<file path="config.mk">
export PLATFORM = sky130hd
export DESIGN_NAME = pipe_stage_reg
export DESIGN_NICKNAME = d
export VERILOG_FILES = /design/src/rtl/pipe_stage_reg.sv
export SDC_FILE = /design/constraint.sdc
export NUM_CORES = 1
export LEC_CHECK = 0
export ABC_AREA = 0
export BUFFER_PORTS_ARGS = -buffer_cell sky130_fd_sc_hd__buf_2
export CAP_MARGIN = 20
export CORE_MARGIN = 3
export CORE_UTILIZATION = 45
export DETAILED_ROUTE_END_ITERATION = 10
export GPL_TIMING_DRIVEN = 0
export PLACE_DENSITY = 0.8
export SYNTH_ARGS = -nofsm -noshare
export SYNTH_HDL_FRONTEND = slang
export SYNTH_SLANG_ARGS = --single-unit
</file>
<file path="constraint.sdc">
create_clock -name clk -period 3.7 [get_ports clk]
set_clock_uncertainty 0.2 [all_clocks]
set_input_delay 0.74 -clock clk [delete_from_list [all_inputs] [get_ports clk]]
set_output_delay 0.74 -clock clk [all_outputs]
set_load 0.01 [all_outputs]
</file>
<file path="src/rtl/pipe_stage_reg.sv">
// Inter-stage pipeline register carrying a payload, a valid bit and a sticky flag,
// with stall/flush handling and saturating perf counters for hold, bubble and flush events.
module pipe_stage_reg #(
    parameter int                   PAYLOAD_W  = 128,
    parameter int                   STALL_W    = 6,
    parameter int                   STAGE      = 2,
    parameter logic [PAYLOAD_W-1:0] BUBBLE_VAL = '0,
    parameter int                   CNT_W      = 16
) (
    input  logic                 clk,
    input  logic                 rst,
    input  logic [STALL_W-1:0]   stall,
    input  logic                 flush,
    input  logic                 in_valid,
    input  logic [PAYLOAD_W-1:0] in_payload,
    input  logic                 in_flag,
    input  logic                 cnt_clr,
    output logic                 out_valid,
    output logic [PAYLOAD_W-1:0] out_payload,
    output logic                 out_flag,
    output logic [CNT_W-1:0]     hold_cnt,
    output logic [CNT_W-1:0]     bubble_cnt,
    output logic [CNT_W-1:0]     flush_cnt
);

    generate
        if (STAGE < 0 || STAGE > STALL_W - 2 || PAYLOAD_W < 1 || CNT_W < 1) begin : g_bad_params
            $error("pipe_stage_reg: illegal STAGE/STALL_W/PAYLOAD_W/CNT_W combination");
        end
    endgenerate

    typedef enum logic [2:0] {
        ACT_RESET,
        ACT_FLUSH,
        ACT_BUBBLE,
        ACT_HOLD,
        ACT_LOAD
    } action_e;

    localparam logic [CNT_W-1:0] CNT_MAX = '1;

    logic    up;
    logic    dn;
    logic    stall_unused;
    action_e act;

    assign up           = stall[STAGE];
    assign dn           = stall[STAGE+1];
    assign stall_unused = ^stall;

    // Priority decode: the first matching condition wins; !up & dn falls through to load.
    always_comb begin
        // NOTE: default assignment first so no path leaves act unassigned (no latch).
        act = ACT_LOAD;
        if (rst)
            act = ACT_RESET;
        else if (flush)
            act = ACT_FLUSH;
        else if (up && !dn)
            act = ACT_BUBBLE;
        else if (up && dn)
            act = ACT_HOLD;
    end

    always_ff @(posedge clk) begin
        // NOTE: sequential state uses non-blocking assignments only.
        case (act)
            ACT_RESET, ACT_FLUSH: begin
                out_valid   <= 1'b0;
                out_payload <= BUBBLE_VAL;
                out_flag    <= 1'b0;
            end
            ACT_BUBBLE: begin
                // out_flag is kept so a delay-slot marker survives an upstream stall.
                out_valid   <= 1'b0;
                out_payload <= BUBBLE_VAL;
            end
            ACT_HOLD: ;
            default: begin
                out_valid   <= in_valid;
                out_payload <= in_payload;
                out_flag    <= in_flag;
            end
        endcase
    end

    // Saturating counters; clear beats any same-cycle event, reset beats clear.
    always_ff @(posedge clk) begin
        if (rst || cnt_clr) begin
            hold_cnt   <= '0;
            bubble_cnt <= '0;
            flush_cnt  <= '0;
        end else begin
            if (act == ACT_HOLD && hold_cnt != CNT_MAX)
                hold_cnt <= hold_cnt + 1'b1;
            if (act == ACT_BUBBLE && bubble_cnt != CNT_MAX)
                bubble_cnt <= bubble_cnt + 1'b1;
            if (act == ACT_FLUSH && out_valid && flush_cnt != CNT_MAX)
                flush_cnt <= flush_cnt + 1'b1;
        end
    end

    // A downstream stall without an upstream stall is a ctrl protocol error.
    a_stall_protocol: assert property (@(posedge clk) disable iff (rst) !(!up && dn))
        else $error("pipe_stage_reg: stall[%0d]=0 with stall[%0d]=1", STAGE, STAGE + 1);

endmodule

</file>
======== Word level (Yosys, flattened, before mapping) ========
Index checks and enable logic that the tools add are counted.
storage, ports and cells
  bits in registers ....................... 178
  output and inout port bits .............. 178
  logic and storage cells ................. 34
operators by class
  add/sub/neg operators ................... 3
  equal/unequal tests ..................... 6
  multiplexer cells ....................... 7
  reduce and logical (&&, ||, !) cells .... 12
operators with widths
  cell                                                                   count
  128-bit case mux with 2 select lines                                   1
  16-bit by 1-bit adder with 16-bit output, second input constant        3
  16-bit != test, second input constant                                  3
  3-bit 2-to-1 mux                                                       4
  3-bit by 2-bit equality test with 1-bit output, second input constant  2
  1-bit logical AND                                                      6
  1-bit case mux with 2 select lines                                     2
  2-bit OR reduction                                                     2
  3-bit by 1-bit equality test with 1-bit output, second input constant  1
  3-bit zero test                                                        1
  3-bit OR reduction                                                     1
  1-bit zero test                                                        1
  1-bit logical OR                                                       1

======== Depth between registers and ports, before layout ========
Gate-level depths: netlist (run 1).
  depth after elaboration ................. 8
  mapped depth ............................ 7
  mapped depth without buffers ............ 6

======== Worst setup path before layout (run 1) ========
OpenSTA, ideal clock, no wires.
  path kind ............................... input port to flip-flop
  start point ............................. in rst
  end point ............................... reg hold_cnt[7]
  library setup time ...................... 0.128 ns
  arrival ................................. 3.099 ns
  path slack .............................. 0.273 ns
  cell stages on the path ................. 7
  path buffers ............................ 2
  cells stage by stage .................... nand4bb_1 -> buf_2 -> or3_1 -> buf_6 -> a211oi_1 -> xnor2_1 -> nor2_1
on the way
  word-level cells in the longest chain between the ends .. 3
  elaborated cells between the ends (all ways) .. 4
  classes of those cells .................. eq/ne: 1; mux: 1; reduce/logical: 2
RTL lines
  what                                            RTL line  source
  start: declaration                              11        input logic rst,
  3-bit 2-to-1 mux                                55        if (rst)
  3-bit by 2-bit equality test with 1-bit output  94        if (act == ACT_HOLD && hold_cnt != CNT_MAX)
  1-bit logical AND                               94
  end signal: assignment                          95        hold_cnt <= hold_cnt + 1'b1;
  end: declaration                                21        output logic [CNT_W-1:0] hold_cnt,
Several ways; a longest one is shown, not always the timed one.
A chain may end at the register's enable or synchronous reset.

======== Worst setup path in the final report (run 1) ========
  start point ............................. reg hold_cnt[0]
  end point ............................... reg hold_cnt[10]
on the way
  word-level cells in the longest chain between the ends .. 2
  elaborated cells between the ends (all ways) .. 3
  classes of those cells .................. add/sub: 1; eq/ne: 1; reduce/logical: 1
RTL lines
  what
  parallel branches: the longest is 2 deep, another holds 16-bit by 1-bit adder with 16-bit output
Several ways; the timed one is not identified.

==> metrics, run 1 <==
outcome=finished, final reports clean; Final min period=2590 ps; Post-CTS Setup Repair Bufs=0; Post-synth EDFFs=130; Avg Cell Area, Syn=approximately 13 µm²; drt total wl=18,500 µm; syn_nets=699; FF-to-FF End=hold_cnt[10]; first-pass GRT wire length=28,300 µm; Setup WS post-layout=1110 ps; Worst path slowest cell=nor4_2; mux cell area share after synthesis=less than 1%; clk_lat worst skew=420 ps; Wirelength per Cell=16.6 µm; Layout Cells excl Fill=1,114; layout cells sized above 1=39.2%; vias per cell=4.87; total grt overflow=0; H-tree Lvls=4; max-cap violations=0; vias in the first global route=5,237; design area=0.00960 mm²; synth-to-layout area growth=34.0%; peak per-stage delay on the critical path=~740 ps; Arrival @ worst endpoint=2770 ps; RSZ-0062 raised after global routing=no; critical-path cell list=ha_1 -> nand4_1 -> nor4_2 -> nor2_1 -> a211oi_1 -> a31o_1; Startpoint Class=register; Worst VDD drop=0.314 mV; Final Util=62.4%; critical path class=register to register; Worst Setup EP=hold_cnt[10]; post-detail-place hpwl=14,000 µm; core area=0.0154 mm²; XOR/XNOR share of the synthesized area=3.91%; initial antenna violation count=2; Setup violations, final=0; post-synthesis compound-gate area fraction=about 2.6%; reg-to-reg startpoint=hold_cnt[0]; worst slack, placed=826 ps; cell taking the most area after synthesis=edfxtp_1; starting density of the core=46.6%; Hold WS=305 ps; share of the synthesized area in the top cell type=54.5%; placed cells=between 1,000 and 1,500; DR iter-0 viols=258; post-cts resize count=0; Clock Path Buffers=2; FF+latch count, synth=178; Total Power=around 4.3 mW; Core Rows=45; Num Clock Sinks=178; clock-pin slew on the worst setup and hold paths=~70 ps; DR pass1 iterations=4; LEAKAGE=4.43 nW; via count=about 5,400; Tcrit/Tclk final=70.0%; CP max FO=7; setup_tns=0 ps; die area=0.0175 mm²; Req. time, crit path=3880 ps; max-slew violation count=0; largest net degree at the start of global routing=73; Synth Area in Adders=0.524%; Final ANT Viol Nets=0; Post-Syn Area=0.00716 mm²; CP endpoint kind=register; io pins=318; Die H=roughly 130 µm; ys flop type=edfxtp_1; Synth Area in Simple Gates=23.2%; fmax=between 300 and 400 MHz; Worst-Margin Slew=803 ps; Tot GR Track Use=20.8%; Die Wd=132 µm; worst r2r path cells=6; Async S/R FF share, synth=0%; crit path launch=hold_cnt[0]; DP Area=0.00903 mm²; Post-CTS Hold Buffers=0; ranking of synthesized cells by area=edfxtp_1, dfxtp_1, and2_1; Final GP Congestion=slightly above 0.8; cts bufs inserted=17; worst hold path class=register to register; CTS tree=built; share of the yosys chip area belonging to registers=67.9%; DR DRC count=0; largest family of logic cells by synthesized area=simple AND/OR/NAND/NOR gates; Slew HR=46.4%; Syn Inst Count=roughly 560; Port Buffers=313; Synth warnings=0; P per Cell Area=about 440 mW/mm²; Reg2Reg Setup Slack=1110 ps; CTS root buf=clkbuf_16; Netlist cell types=46; fin nets=~1,000; Hold Violations, Final=0
## report_power, final
group | leakage [nW] | switching (mW) | internal [mW]
Sequential | 1.91 | 0.0222 | 2.22
Clock | 0.280 | 0.816 | 0.895
Combinational | 2.23 | 0.166 | 0.140
Total | 4.43 | 1.00 | 3.26
## cells in the mapped netlist (2+ instances only)
cell type / number
and2_1: 134
edfxtp_1: 130
dfxtp_1: 48
nor2_1: 41
clkbuf_1: 22
nand2_1: 19
nand3_1: 19
nand4_1: 18
nor3_1: 18
xor2_1: 17
xnor2_1: 15
a21oi_1: 9
and3_1: 8
and4_1: 6
o21ai_0: 4
a211oi_1: 3
ha_1: 3
nor3b_1: 3
nor4_2: 3
or3_1: 3
inv_1: 2
mux2i_1: 2
nor4_1: 2
nor4b_1: 2
o21a_1: 2
o21ai_1: 2
or2_2: 2
## registers in the layout (all words and copies together), names as in the netlist
signal       flops
bubble_cnt      16
flush_cnt       16
hold_cnt        16
out_flag         1
out_payload    128
out_valid        1
## critical path: cells and delay by family, from the launching register on
kind	cells	cell delay (ps)
AOI/OAI and AO/OA	2	390
and+or+nand+nor	3	1260
DFF	1	430
adders and majority gates	1	270
## cell families after synthesis
kind of cell	Yosys count
simple gates	287
flops	178
xor+xnor	32
buf+inv	28
compound gates	26
fa+ha+maj	3
mux	2
## final cells by class
type | instances | area [µm²]
Fill cell | 1230 | 5780
Sequential cell | 178 | 4860
Multi-Input combinational cell | 350 | 2180
Timing Repair Buffer | 314 | 1590
Clock buffer | 17 | 425
Tap cell | 211 | 264
Clock inverter | 15 | 141
Buffer | 25 | 109
Inverter | 3 | 11.3
Antenna cell | 1 | 2.50
## layer usage
metal | GRT usage [%] | up-vias | share of wire [%]
met3 | 7.44 | 31 | 8.8
met2 | 34.5 | 230 | 49
met4 | 7.12 | 4 | 2.2
li1 | - | 2632 | -
met5 | 0 | - | 0.17
met1 | 25.4 | 2528 | 39
## worst min path at each step
stage	startpoint	endpoint	slack (ps)	cells past startpoint
6_report	flush_cnt[4]	flush_cnt[4]	310	1
5_1_grt	flush_cnt[4]	flush_cnt[4]	340	1
4_1_cts	flush_cnt[4]	flush_cnt[4]	300	1
3_5_place_dp	flush_cnt[4]	flush_cnt[4]	290	1
3_3_place_gp	flush_cnt[4]	flush_cnt[4]	290	1
2_1_floorplan	flush_cnt[4]	flush_cnt[4]	300	1
## cells in the final DEF, fill, tap and decap left out, types with 3 or more instances in the layout
cell type and n:
nor3_1 18, nand3_1 19, nor4_2 3, dfxtp_1 48, nand4_1 18, and4_1 6
buf_2 313, a211oi_1 3, nor2_1 41, edfxtp_1 130, nand2_1 19, clkinv_4 4
a21oi_1 9, clkbuf_1 22, inv_8 6, nor3b_1 3, or3_1 3, and3_1 8
inv_6 3, clkbuf_16 17, and2_1 134, xor2_1 17, o21ai_0 4, ha_1 3
xnor2_1 15
Note: power is estimated with default switching activity, not from simulation.
==> inputs of run 2 (changes only) <==
Settings changed: ABC_AREA 0 to 1, PLACE_DENSITY 0.8 to 0.79.
Clock period 3.7 ns to 2.5 ns, I/O delays scaled along.
==> run 2 against run 1 <==
Effect of this change: register-to-register slack worse by 630 ps; worst setup slack worse by 630 ps; maximum frequency is 28% higher; design area is 6.4% higher; flip-flop and latch count stayed put; core utilization is 1.3 points lower; global-route usage hardly changed; synthesized area is 7.8% higher; largest power group unchanged.
==> metrics, run 2 <==
Final Util=61.1% (-1.3 points); Startpoint Class=register; Synth warnings=0 (unchanged); top cells by count, synth=nor2_1, inv_1, nand2_1; FF-to-FF End=hold_cnt[10]; share of the synthesized area in the top cell type=50.5% (-4.0 points); Netlist cell types=25 (-46%); post-cts resize count=0 (unchanged); GR peak layer=met2; initial antenna violation count=2 (unchanged); commonest non-fill, non-tap cells in the layout=buf_2, nor2_1, inv_1, nand2_1, edfxtp_1; fmax=495 MHz (+28%); Post-CTS Setup Repair Bufs=0 (unchanged); Wirelength per Cell=14.8 µm (-11%); setup_tns=0 ps (unchanged); Clock Path Buffers=2 (unchanged); layout cells sized above 1=32.5% (-6.7 points); Tot GR Track Use=20.8% (about the same); core area=0.0167 mm² (+8.7%); worst r2r path cells=9 (+3); CTS tree=built; critical path class=register to register; Final GP Congestion=0.900 (+9.2%); Avg Cell Area, Syn=9.28 µm² (-28%); Die H=137 µm (+3.7%); FF+latch count, synth=178 (unchanged); Syn Inst Count=832 (+50%); ys flop type=edfxtp_1; reg-to-reg startpoint=hold_cnt[0]; H-tree Lvls=4 (unchanged); max FFs per register=128 (unchanged); DR pass1 iterations=5 (+1); drt total wl=20,700 µm (+12%); Die Wd=137 µm (+3.7%); met3 usage=6.47% (-0.97 points); DR DRC count=0 (unchanged); Final ANT Viol Nets=0 (unchanged); design area=0.0102 mm² (+6.4%); ranking of synthesized cells by area=edfxtp_1, dfxtp_1, nor2_1; first-pass GRT wire length=30,300 µm (+7.0%); CP endpoint kind=register; cell taking the most area after synthesis=edfxtp_1; clk_lat worst skew=420 ps (about the same); Post-synth EDFFs=130 (unchanged); largest net degree at the start of global routing=87 (+19%); CTS root buf=clkbuf_16; Largest Register=out_payload; Worst Setup EP=hold_cnt[10]; vias in the first global route=5,925 (+13%); synth-to-layout area growth=32.2%; Arrival @ worst endpoint=2110 ps (-660 ps); Post-Syn Area=0.00772 mm² (+7.8%); die area=0.0188 mm² (+7.5%); crit path launch=hold_cnt[0]; clock-pin slew on the worst setup and hold paths=80 ps (about the same); CP max FO=10 (+3); max-slew violation count=0 (unchanged); Async S/R FF share, synth=0% (unchanged); P per Cell Area=648 mW/mm² (+46%); Layout Cells excl Fill=1,399 (+26%); LEAKAGE=5.21 nW (+18%); DP Area=0.00960 mm² (+6.3%); Worst VDD drop=0.438 mV (+39%); RSZ-0062 raised after global routing=no; max-cap violations=0 (unchanged); vias per cell=4.67 (-4.2%); fin nets=1,308 (+27%); total grt overflow=0 (unchanged); placed cells=1,366 (+26%); share of the yosys chip area belonging to registers=63.0% (-4.9 points); met1 Usage GRT=24.7% (-0.73 points); Tcrit/Tclk final=80.8% (+11 points); Worst-Margin Slew=683 ps (-121 ps); DR iter-0 viols=406 (+57%); Final min period=2020 ps (-572 ps); outcome=finished, final reports clean; starting density of the core=46.2% (-0.35 points); Core Rows=47 (+4.4%); io pins=318 (unchanged); grt met2 use=35.3% (+0.82 points); Post-CTS Hold Buffers=0 (unchanged); Hold Violations, Final=0 (unchanged); Slew HR=54.3% (+7.9 points); Total Power=6.62 mW (+55%); Req. time, crit path=2590 ps (-1290 ps); syn_nets=975 (+39%); cts bufs inserted=17 (unchanged); post-detail-place hpwl=15,600 µm (+11%); commonest non-fill, non-tap cell in the layout=buf_2; Num Clock Sinks=178 (unchanged); worst hold path class=input pin to register; Setup violations, final=0 (unchanged); Reg2Reg Setup Slack=480 ps (-630 ps); most instantiated library cell after synthesis=nor2_1; via count=6,528 (+20%); Port Buffers=313 (unchanged)
## run 2: layout make-up
class / instances / area, µm²
Fill cell: 1412 / 6490
Sequential cell: 178 / 4860
Multi-Input combinational cell: 467 / 2110
Timing Repair Buffer: 314 / 1590
Inverter: 165 / 624
Clock buffer: 17 / 425
Tap cell: 220 / 275
Clock inverter: 15 / 183
Buffer: 22 / 129
Antenna cell: 1 / 2.50
## run 2: logic make-up after synthesis
family,share of synthesized area [%]
simple gates,20.9
buf+inv,9.69
flops,63.0
compound gates,3.81
xor+xnor,2.15
fa+ha+maj,0.486
## run 2: how the worst min path moves through the flow
| stage | cells past startpoint | to | startpoint |
|---|---|---|---|
| 3_3_place_gp | 2 | flush_cnt[1] | flush_cnt[1] |
| 3_5_place_dp | 2 | flush_cnt[1] | flush_cnt[1] |
| 2_1_floorplan | 2 | flush_cnt[8] | flush_cnt[8] |
| 5_1_grt | 3 | out_payload[14] | in_payload[14] |
| 4_1_cts | 3 | out_valid | in_valid |
| 6_report | 3 | out_payload[109] | in_payload[109] |
## run 2: metal layers
metal  part of all wire (%)  wire (µm)
met2                     50      10400
met5                   0.16         34
met3                    8.9       1850
met1                     37       7760
met4                    3.1        635
## run 2: power by group
| part | leakage, nW | internal (mW) | switching (mW) | total [mW] |
|---|---|---|---|---|
| combinational | 3.01 | 0.216 | 0.321 | 0.537 |
| sequential | 1.91 | 3.30 | 0.0337 | 3.33 |
| clock | 0.294 | 1.52 | 1.22 | 2.75 |
| total | 5.21 | 5.04 | 1.58 | 6.62 |
## run 2: worst max-delay path, stage by stage (launching register included)
cell     delay [ps]
dfxtp_1         490
ha_1            290
nand2_2          90
nor2_4          120
nand2_2         110
nor2_1          200
nor2_4          100
buf_6           170
nand2_1          80
a21oi_2          50
## run 2: per-stage QoR
stage | setup slack [ps] | hold slack, ps
finish | 480 | 166
global route | 349 | 158
CTS | 474 | 148
detailed placement | 20.6 | 301
global placement | -400 | 292
floorplan | 221 | 307
==> inputs of run 3 (changes only) <==
Settings changed: ABC_AREA 1 to 0, PLACE_DENSITY 0.79 to 0.8.
Clock period 2.5 ns to 1.99 ns, I/O delays scaled along.
==> run 3 against run 2 <==
Effect of this change: combinational power is 10% higher; global-route usage up 0.33 points; non-clock buffer count is 15 higher; largest cell class unchanged; die area down 7.0%.
==> metrics, run 3 (synthesis results as in run 1) <==
outcome=finished, final reports clean; clk_lat worst skew=420 ps (about the same); CP bufs+invs=1 (unchanged); core area=0.0154 mm² (-8.0%); max-slew violation count=0 (unchanged); fin nets=1,044 (-20%); drt total wl=19,300 µm (-6.6%); Hold EP=out_payload[101]; max-cap violations=0 (unchanged); Hold Violations, Final=0 (unchanged); internal power=6.14 mW (+22%); DR DRC count=0 (unchanged); hold depth=2 (-1); part of the power in combinational logic=7.4% (-0.7 points); total grt overflow=0 (unchanged); die area=0.0175 mm² (-7.0%); via count=5,554 (-15%); worst hold path class=input pin to register; cts bufs inserted=17 (unchanged); Die H=132 µm (-3.5%); Total Power=7.93 mW (+20%); vias in the first global route=5,063 (-15%); io pins=318 (unchanged); Clock Path Buffers=2 (unchanged); clock-pin slew on the worst setup and hold paths=70 ps (about the same); Top delay family on crit path=simple AND/OR/NAND/NOR gates; LEAKAGE=4.61 nW (-12%); layout cells sized above 1=44.5% (+12 points); Slew HR=61.1% (+6.8 points); Worst VDD drop=0.504 mV (+15%); Reg2Reg Setup Slack=10 ps (-470 ps); Tcrit/Tclk final=99.3% (+18 points); hold_sp=in_payload[101]; Die Wd=132 µm (-3.5%); Final min period=1980 ps (-44.9 ps); initial antenna violation count=1 (-1); fmax=506 MHz (+2.3%); Wirelength per Cell=17.2 µm (+16%); peak per-stage delay on the critical path=590 ps (+100 ps); design area=0.00997 mm² (-2.4%); Req. time, crit path=2070 ps (-520 ps); DP Area=0.00905 mm² (-5.7%); Reg power frac=52.6% (+2.2 points); worst r2r path cells=7 (-2); critical-path cell list=ha_4 -> nand3_4 -> or4_4 -> clkbuf_16 -> nand3_1 -> xor2_1 -> nor2_1; Final Util=64.9% (+3.7 points); DR pass1 iterations=5 (unchanged); largest net degree at the start of global routing=70 (-20%); CP endpoint kind=register; commonest non-fill, non-tap cell in the layout=buf_2; P per Cell Area=795 mW/mm² (+23%); reg-to-reg startpoint=bubble_cnt[1]; CTS tree=built; Num Clock Sinks=178 (unchanged); Worst-Margin Slew=581 ps (-102 ps); FF-to-FF End=bubble_cnt[9]; Final GP Congestion=0.857 (-4.8%); vias per cell=4.94 (+5.8%); first-pass GRT wire length=28,400 µm (-6.1%); CTS root buf=clkbuf_16; Arrival @ worst endpoint=2060 ps (-50 ps); Switching Share=22.6% (-1.3 points); critical path class=register to register; placed cells=1,080 (-21%); max FFs per register=128 (unchanged); post-detail-place hpwl=13,800 µm (-12%); CP max FO=5 (-5); Setup violations, final=0 (unchanged); Startpoint Class=register; Final ANT Viol Nets=0 (unchanged); synth-to-layout area growth=39.2%; Clk network pwr share=40.0% (-1.5 points); Port Buffers=313 (unchanged); starting density of the core=46.6% (+0.35 points); ANT cells=0 (-1); DR iter-0 viols=290 (-29%); H-tree Lvls=4 (unchanged); Worst path slowest cell=or4_4; RSZ-0062 raised after global routing=yes; Tot GR Track Use=21.2% (+0.33 points); Sw Pwr=1.79 mW (+13%); Core Rows=45 (-4.3%); commonest non-fill, non-tap cells in the layout=buf_2, and2_1, edfxtp_1, nor2_1, dfxtp_1; Largest Register=out_payload; Layout Cells excl Fill=1,125 (-20%)
## run 3: changes by cell type in the layout (fill, tap and decap cells not counted), moves of 12 or more
cell	change
clkbuf_1	+12
nand3_1	-16
buf_2	-13
nor2_1	-151
nand2_1	-121
dfxtp_1	-13
and2_1	+133
inv_1	-162
a21oi_1	-29
## run 3: stage by stage
stage / setup TNS [ps] / hold slack [ps] / worst slack (ps)
after floorplan: -981 / 298 / -247
after global placement: -55470 / 281 / -573
after detailed placement: -58160 / 299 / -568
after CTS: 0 / 31.6 / 6.72
after global routing: -102 / 31.4 / -37.3
final: 0 / 47.6 / 14.8
## run 3: cell type report
class	instances	area (µm²)
fillers	1195	5400
flip-flops and latches	178	4890
multi-input cells	350	2350
repair buffers	328	1760
clock buffers	18	429
well taps	211	264
plain buffers	23	133
clock inverters	14	128
inverters	3	11.3
## run 3: routing by layer
layer | global-route usage (%) | wire length, µm | up-vias
met2 | 36.0 | 9770 | 252
met5 | 0 | 7 | -
met3 | 6.45 | 1710 | 26
li1 | - | - | 2673
met4 | 7.12 | 442 | 2
met1 | 25.7 | 7410 | 2601
## run 3: power groups by stage
stage                     registers (mW)  clock network, mW  logic, mW
final                               4.17               3.17      0.591
after CTS                           4.17               3.22      0.592
after detailed placement            4.26                  0      0.578
after floorplan                     4.35                  0      0.134
after global routing                4.18               3.37      0.639
after global placement              4.25                  0      0.569
## run 3: worst max path at each step
stage / start / to / cells after the start
floorplan: rst / hold_cnt[9] / 7
global placement: rst / hold_cnt[13] / 8
detailed placement: rst / hold_cnt[13] / 8
CTS: rst / hold_cnt[13] / 8
global route: bubble_cnt[5] / bubble_cnt[15] / 6
finish: bubble_cnt[1] / bubble_cnt[9] / 7
## run 3: timing repair
action	4_1_cts	5_1_grt
endpoints found under the setup margin	121	64
gates resized for setup	21	29
gates cloned	2	2
buffers inserted	4	7
hold buffers	0	0
pin swaps	2	14
